==> src/rtl/spwm_pkg.sv <==
// Shared constants and types for the SPWM triangle-carrier path.
package spwm_pkg;
  localparam int PEAK_IDX = 25;
  localparam int TBL_LEN  = 2 * PEAK_IDX;
  localparam int ADDR_W   = 6;
  localparam int DATA_W   = 10;
  localparam int DIV_W    = 16;
  localparam int DT_W     = 8;

  typedef enum logic [1:0] {
    IDLE = 2'd0,
    HI   = 2'd1,
    LO   = 2'd2,
    DEAD = 2'd3
  } db_state_t;

  // Table index successor; the last valid entry wraps back to the trough.
  function automatic logic [ADDR_W-1:0] next_idx(input logic [ADDR_W-1:0] idx);
    logic [ADDR_W-1:0] nxt;
    if (idx >= ADDR_W'(TBL_LEN - 1)) begin
      nxt = '0;
    end else begin
      nxt = idx + ADDR_W'(1);
    end
    return nxt;
  endfunction
endpackage

==> src/rtl/spwm_deadband.sv <==
// Complementary gate driver: turns the raw compare result into a dead-time-protected PWM pair.
module spwm_deadband
  import spwm_pkg::*;
(
  input  logic            clk,
  input  logic            rst_n,
  input  logic            en,
  input  logic            raw,
  input  logic            raw_vld,
  input  logic [DT_W-1:0] dead_time,
  output logic            pwm_h,
  output logic            pwm_l
);
  db_state_t       state_q;
  logic [DT_W-1:0] cnt_q;
  logic            target_q;
  logic            pwm_h_q;
  logic            pwm_l_q;
  logic            chg;
  logic            direct;

  assign direct = (dead_time == '0);

  // Detects a request for a new side (first valid compare, or compare disagreeing with the current/target side).
  always_comb begin
    chg = 1'b0;
    case (state_q)
      IDLE:    chg = raw_vld;
      HI:      chg = ~raw;
      LO:      chg = raw;
      DEAD:    chg = (raw != target_q);
      default: chg = 1'b0;
    endcase
  end

  // Deadband state machine with registered gate outputs.
  always_ff @(posedge clk) begin
    if (!rst_n || !en) begin
      state_q  <= IDLE;
      cnt_q    <= '0;
      target_q <= 1'b0;
      pwm_h_q  <= 1'b0;
      pwm_l_q  <= 1'b0;
    end else if (chg) begin
      target_q <= raw;
      cnt_q    <= dead_time;
      if (direct) begin
        state_q <= raw ? HI : LO;
        pwm_h_q <= raw;
        pwm_l_q <= ~raw;
      end else begin
        state_q <= DEAD;
        pwm_h_q <= 1'b0;
        pwm_l_q <= 1'b0;
      end
    end else if (state_q == DEAD) begin
      if (cnt_q <= DT_W'(1)) begin
        state_q <= target_q ? HI : LO;
        pwm_h_q <= target_q;
        pwm_l_q <= ~target_q;
      end else begin
        cnt_q <= cnt_q - DT_W'(1);
      end
    end
  end

  assign pwm_h = pwm_h_q;
  assign pwm_l = pwm_l_q;
endmodule

==> src/rtl/spwm_carrier_gen.sv <==
// Triangle-carrier ROM sequencer: prescaled address stepping, carrier capture,
// trough-latched modulation shadow and compare feeding the deadband gate driver.
module spwm_carrier_gen
  import spwm_pkg::*;
(
  input  logic              clk,
  input  logic              rst_n,
  input  logic              en,
  input  logic [DIV_W-1:0]  step_div,
  input  logic [DATA_W-1:0] mod_val,
  input  logic [DT_W-1:0]   dead_time,
  output logic [ADDR_W-1:0] rom_ad,
  output logic              rom_ce,
  output logic              rom_oce,
  output logic              rom_reset,
  input  logic [DATA_W-1:0] rom_dout,
  output logic [DATA_W-1:0] carrier,
  output logic              carrier_vld,
  output logic              period_start,
  output logic              pwm_h,
  output logic              pwm_l
);
  logic              run;
  logic              tick;
  logic              rd_vld;
  logic [DIV_W-1:0]  presc_q;
  logic [DIV_W-1:0]  presc_d;
  logic [ADDR_W-1:0] ad_q;
  logic [ADDR_W-1:0] ad_d;
  logic              ad_new_q;
  logic              primed_q;
  logic              b_vld_q;
  logic [ADDR_W-1:0] b_idx_q;
  logic [DATA_W-1:0] carrier_q;
  logic              carrier_vld_q;
  logic              period_start_q;
  logic [DATA_W-1:0] mod_q;
  logic [DATA_W-1:0] mod_eff;
  logic              raw_q;
  logic              raw_vld_q;

  assign run = en & rst_n;
  // >= keeps the prescaler from running away if step_div is lowered below the current count.
  assign tick   = (presc_q >= step_div);
  assign rd_vld = ad_new_q | ~primed_q;
  // The trough capture compares against the value being latched into the shadow in that same cycle.
  assign mod_eff = (b_idx_q == '0) ? mod_val : mod_q;

  // Prescaler and table-address next state.
  always_comb begin
    if (tick) begin
      presc_d = '0;
      ad_d    = next_idx(ad_q);
    end else begin
      presc_d = presc_q + DIV_W'(1);
      ad_d    = ad_q;
    end
  end

  // Prescaler, ROM address and the valid/index flags travelling with each read.
  always_ff @(posedge clk) begin
    if (!run) begin
      presc_q  <= '0;
      ad_q     <= '0;
      ad_new_q <= 1'b0;
      primed_q <= 1'b0;
      b_vld_q  <= 1'b0;
      b_idx_q  <= '0;
    end else begin
      presc_q  <= presc_d;
      ad_q     <= ad_d;
      ad_new_q <= tick;
      primed_q <= 1'b1;
      b_vld_q  <= rd_vld;
      b_idx_q  <= ad_q;
    end
  end

  // Carrier capture, modulation shadow and unsigned compare.
  always_ff @(posedge clk) begin
    if (!run) begin
      carrier_q      <= '0;
      carrier_vld_q  <= 1'b0;
      period_start_q <= 1'b0;
      mod_q          <= '0;
      raw_q          <= 1'b0;
      raw_vld_q      <= 1'b0;
    end else begin
      carrier_vld_q  <= b_vld_q;
      period_start_q <= b_vld_q & (b_idx_q == '0);
      raw_vld_q      <= b_vld_q;
      if (b_vld_q) begin
        carrier_q <= rom_dout;
        raw_q     <= (mod_eff > rom_dout);
        if (b_idx_q == '0) begin
          mod_q <= mod_val;
        end
      end
    end
  end

  spwm_deadband u_deadband (
    .clk       (clk),
    .rst_n     (rst_n),
    .en        (en),
    .raw       (raw_q),
    .raw_vld   (raw_vld_q),
    .dead_time (dead_time),
    .pwm_h     (pwm_h),
    .pwm_l     (pwm_l)
  );

  assign rom_ad       = ad_q;
  assign rom_ce       = run;
  assign rom_oce      = 1'b1;
  assign rom_reset    = ~rst_n;
  assign carrier      = carrier_q;
  assign carrier_vld  = carrier_vld_q;
  assign period_start = period_start_q;
endmodule

==> config.mk <==
export PLATFORM = sky130hd
export DESIGN_NAME = spwm_carrier_gen
export DESIGN_NICKNAME = d
export VERILOG_FILES = /design/src/rtl/spwm_pkg.sv /design/src/rtl/spwm_deadband.sv /design/src/rtl/spwm_carrier_gen.sv
export SDC_FILE = /design/constraint.sdc
export NUM_CORES = 1
export LEC_CHECK = 0
export CORE_ASPECT_RATIO = 1.75
export CORE_UTILIZATION = 56
export CTS_CLUSTER_DIAMETER = 200
export DETAILED_ROUTE_END_ITERATION = 7
export PLACE_DENSITY = 0.87
export SLEW_MARGIN = 20
export SYNTH_ARGS = -nofsm -noshare
export SYNTH_HDL_FRONTEND = slang
export SYNTH_HIERARCHICAL = 1
export SYNTH_SLANG_ARGS = --single-unit
==> constraint.sdc <==
create_clock -name clk -period 5.8 [get_ports clk]
set_input_delay 0.58 -clock clk [delete_from_list [all_inputs] [get_ports clk]]
set_output_delay 0.58 -clock clk [all_outputs]
set_load 0.05 [all_outputs]
==> impl_summary.md <==
Floorplan
For this configuration, the core starts out at a cell density of 58.6%. In this run the core area contains 38 standard-cell rows. The die area is just under 7000 um2. The area inside the core boundary is ~6300 um2. From bottom edge to top edge, the die measures 109 um. During I/O placement, the number of pins put on the boundary was 70. Measured along the x axis, the die boundary spans about 63 um.

Timing
The worst slew margin relative to its limit is a little under a third. Final hold analysis gives a worst-case slack of 0.413 ns. Setup repair after global routing left no endpoint under its margin. The setup total negative slack is 0 ns. The clock period minus final worst setup slack is 3.65 ns. Timing would allow up to 0.274 GHz. The count of final hold-check violations was 0. The fraction of the cycle the final worst path needs is 63.0%. Between clock sinks in the finished design, the worst skew comes to 0.00947 ns. The number of pins with negative max-slew slack in the final report is 0. The count of final setup violators is 0. The transition time of the tightest slew-check pin is 1.02 ns.

Clock tree
The post-CTS repair timing setup buffer count is 0. The total CTS buffers is 9. The TritonCTS clock tree is yes. The clock reaches the later pin of the worst-skew pair after 0.34 ns. CTS placed an instance of sky130_fd_sc_hd__clkbuf_8 at the clock tree root. The buffer depth of the longest clock path is 2. The H-tree was split into 3 levels. The sink count of the clock tree is 67.

The number of buffers added to fix hold violations after cts is 0. The number of gates resized after CTS was 0. Clock-pin slew was measured on the worst setup and hold paths at 0.07 ns.

Setup path
Together, buffers and inverters on the worst path number 3. Walking the worst path, the cells encountered are clkdlybuf4s50_1, nand2_1, inv_1, clkdlybuf4s50_1. The worst setup path is of the in2out kind.

The reg-to-reg critical path endpoint is raw_q. The critical path crosses 4 cells after its start point. STA classifies the critical path endpoint as an output port. The most repeated library cell on the critical path is sky130_fd_sc_hd__clkdlybuf4s50_1. Data on the critical path is required at its endpoint by approximately 5.2 ns.

For this design, the slowest cell found on the critical path is sky130_fd_sc_hd__clkdlybuf4s50_1. For flop-to-flop paths, the worst setup slack is between 3 and 4 ns. STA classifies the critical path startpoint as an input port. The data arrival time at the worst-slack endpoint is 3.07 ns.

For the worst flop-to-flop path, the logic depth is 9. The largest fanout on the critical path is 30. For this run, the slowest stage of the critical path takes 0.89 ns. The termination of the worst setup path is rom_ce.

The critical path startpoint is rst_n. The cell family contributing the most delay on the critical path is buffers and inverters. In this run the critical register-to-register path is launched from b_idx_q[5].

Finish
0 antenna diodes ended up in the layout. The count of nets after finishing is 558. The post-route netlist has 8.70% of its cells at a drive strength greater than 1. Counting the fill cells in the layout gives 473.

The signed area change from the synthesized netlist to the final layout is 24.5%.

Min path
In this run the worst hold path is classified as reg2reg.

Synthesis
A synthesized cell averages 8.93 um2. The number of flip-flops and latches in the synthesized netlist is 67. The count of different cell masters after synthesis is 58. The post-synth net total is around 490. By area the synthesized netlist is led by sky130_fd_sc_hd__dfxtp_1 (36%), sky130_fd_sc_hd__ha_1 (11%), sky130_fd_sc_hd__nor2_1 (6.4%). The netlist area before placement is between 3000 and 4000 um2. After synthesis, the share of flip-flops with an asynchronous set or reset is 0%. The Yosys step of the flow raised 6 warnings. The top-area cell type share of the netlist area is 36.5%. The most frequent cell after synthesis is sky130_fd_sc_hd__dfxtp_1. The most area-hungry cell type in the Yosys netlist is sky130_fd_sc_hd__dfxtp_1. The most instantiated flip-flop cell in the synthesis netlist is sky130_fd_sc_hd__dfxtp_1. The register area share after synthesis is approximately 36%. In the synthesized netlist, the cells that appear most often are sky130_fd_sc_hd__dfxtp_1 (67), sky130_fd_sc_hd__nor2_1 (63), sky130_fd_sc_hd__inv_1 (39). The number of instances in the synthesized netlist is slightly above 400.

The number of enable-type register cells in the synthesized netlist is 0.

Routing
In the routed design, unresolved DRC markers number 0. The average routed wire per standard cell is 14.3 um. Once detail routing completed, the nets flagged for antenna violations numbered 0. The first routing iteration left 107 violations. The wire length reported by the detailed router is 8030 um. The mean number of vias per cell is 5.54. The total vias in the final route is 3120. The detailed-routing iteration count for the pre-antenna-repair pass is 4.

GRT
The global routing usage summed across all routing layers is about a quarter. The wire length of the first global-routing pass is ~13000 um. The initial antenna violation count is 0.

Entering global routing, the biggest net connects 31 pins. The via count of the first global-routing pass is 3067. After global routing the overflow that remains totals 0.

Pwr
The worst supply voltage drop on vdd is 148 uV. The leakage power figure is around 1.8 nW. The power per cell area is about 210 nW/um2.

Status
The run finished with clean final reports.

Place
Detailed placement ended at an HPWL of 6090 um. Routability-driven placement finished with a final weighted congestion of around 0.82. Port buffering added 68 buffers.

Job
The number of violations of the max-capacitance limit is 0.
==> worst reg2reg max path, cell delays in order, from the launching register on <==
cell and delay, ns:
sky130_fd_sc_hd__dfxtp_1 0.30, sky130_fd_sc_hd__nor4_1 0.31, sky130_fd_sc_hd__nand2_1 0.36, sky130_fd_sc_hd__mux2_2 0.40, sky130_fd_sc_hd__ha_1 0.29, sky130_fd_sc_hd__a21o_1 0.16
sky130_fd_sc_hd__a21oi_1 0.14, sky130_fd_sc_hd__nor2b_1 0.06, sky130_fd_sc_hd__o31ai_1 0.23, sky130_fd_sc_hd__a41oi_1 0.15
==> cell type report <==
class	instances	area, um2	area share, %
Timing Repair Buffer	69	688	15.0
Inverter	39	146	3.19
Tap cell	80	100	2.18
Sequential cell	67	1340	29.3
Clock inverter	2	10.0	0.218
Multi-Input combinational cell	293	2130	46.4
Clock buffer	13	169	3.69
==> worst min path at each step <==
stage / from / endpoint / slack [ns] / cells past startpoint
6_report: primed_q / b_vld_q / 0.41 / 1
5_1_grt: primed_q / b_vld_q / 0.43 / 1
4_1_cts: primed_q / b_vld_q / 0.41 / 1
3_5_place_dp: primed_q / b_vld_q / 0.40 / 1
3_3_place_gp: primed_q / b_vld_q / 0.39 / 1
2_1_floorplan: primed_q / b_vld_q / 0.39 / 1
==> cell families (layout without fill, tap and decap cells) <==
family	after synthesis	in the layout	share of synthesized area, %
and+or+nand+nor	142	142	20.1
xor gates and xnor gates	18	18	4.28
AOI/OAI and AO/OA	69	69	13.7
other	1	1	0.102
buffers and inverters	52	123	5.75
adders and majority gates	32	32	10.9
DFF	67	67	36.5
muxes	31	31	8.74
==> metrics by stage <==
stage	std cells	cell area [um2]	setup WS, ns	util, %	power, W
floorplan	412	3680	3.39	-	0.000553
global placement	548	4400	2.17	70.2	0.000600
detailed placement	548	4400	2.11	70.2	0.000604
CTS	563	4580	2.06	73.0	0.000954
global route	563	4580	1.92	73.0	0.000985
finish	563	4580	2.15	73.0	0.000947
==> sequential cells by signal, summed over array words and instances, names as in the netlist, 2 cells and up <==
signal,cells
presc_q,16
carrier,10
mod_q,10
u_deadband/cnt_q,8
b_idx_q,6
rom_ad,6
u_deadband/state_q,2
==> power by group <==
part | internal, W | switching [W]
clock | 0.000187 | 0.000167
sequential | 0.000467 | 0.00000565
combinational | 0.0000613 | 0.0000608
==> layout by cell type, fill, tap and decap left out, types with 3 or more instances in the layout <==
cell type,instances
sky130_fd_sc_hd__mux2i_1,22
sky130_fd_sc_hd__nor2_1,63
sky130_fd_sc_hd__a21o_1,5
sky130_fd_sc_hd__o21ai_1,3
sky130_fd_sc_hd__nor2b_1,5
sky130_fd_sc_hd__clkbuf_8,12
sky130_fd_sc_hd__nand3_1,10
sky130_fd_sc_hd__o21a_1,3
sky130_fd_sc_hd__a21oi_1,22
sky130_fd_sc_hd__nand2b_1,3
sky130_fd_sc_hd__and3_1,7
sky130_fd_sc_hd__nand2_1,20
sky130_fd_sc_hd__dfxtp_1,67
sky130_fd_sc_hd__ha_1,32
sky130_fd_sc_hd__o21ai_0,8
sky130_fd_sc_hd__xor2_1,7
sky130_fd_sc_hd__mux2_2,9
sky130_fd_sc_hd__inv_1,39
sky130_fd_sc_hd__clkdlybuf4s50_1,68
sky130_fd_sc_hd__o211ai_1,4
sky130_fd_sc_hd__xnor2_1,11
sky130_fd_sc_hd__nor3_1,5
sky130_fd_sc_hd__and4_1,3
sky130_fd_sc_hd__nand4_1,5
sky130_fd_sc_hd__a211oi_1,9
==> layer usage <==
layer  vias up  global-route usage, %  wire length, um  share of wire, %
met2        93                   47.5             4320                54
met5         -                      0                0                 0
li1       1561                      -                -                 -
met4         0                   14.0              276               3.4
met3        27                   4.92              334               4.2
met1      1439                   23.3             3090                39
(Power assumes the default switching activity.)
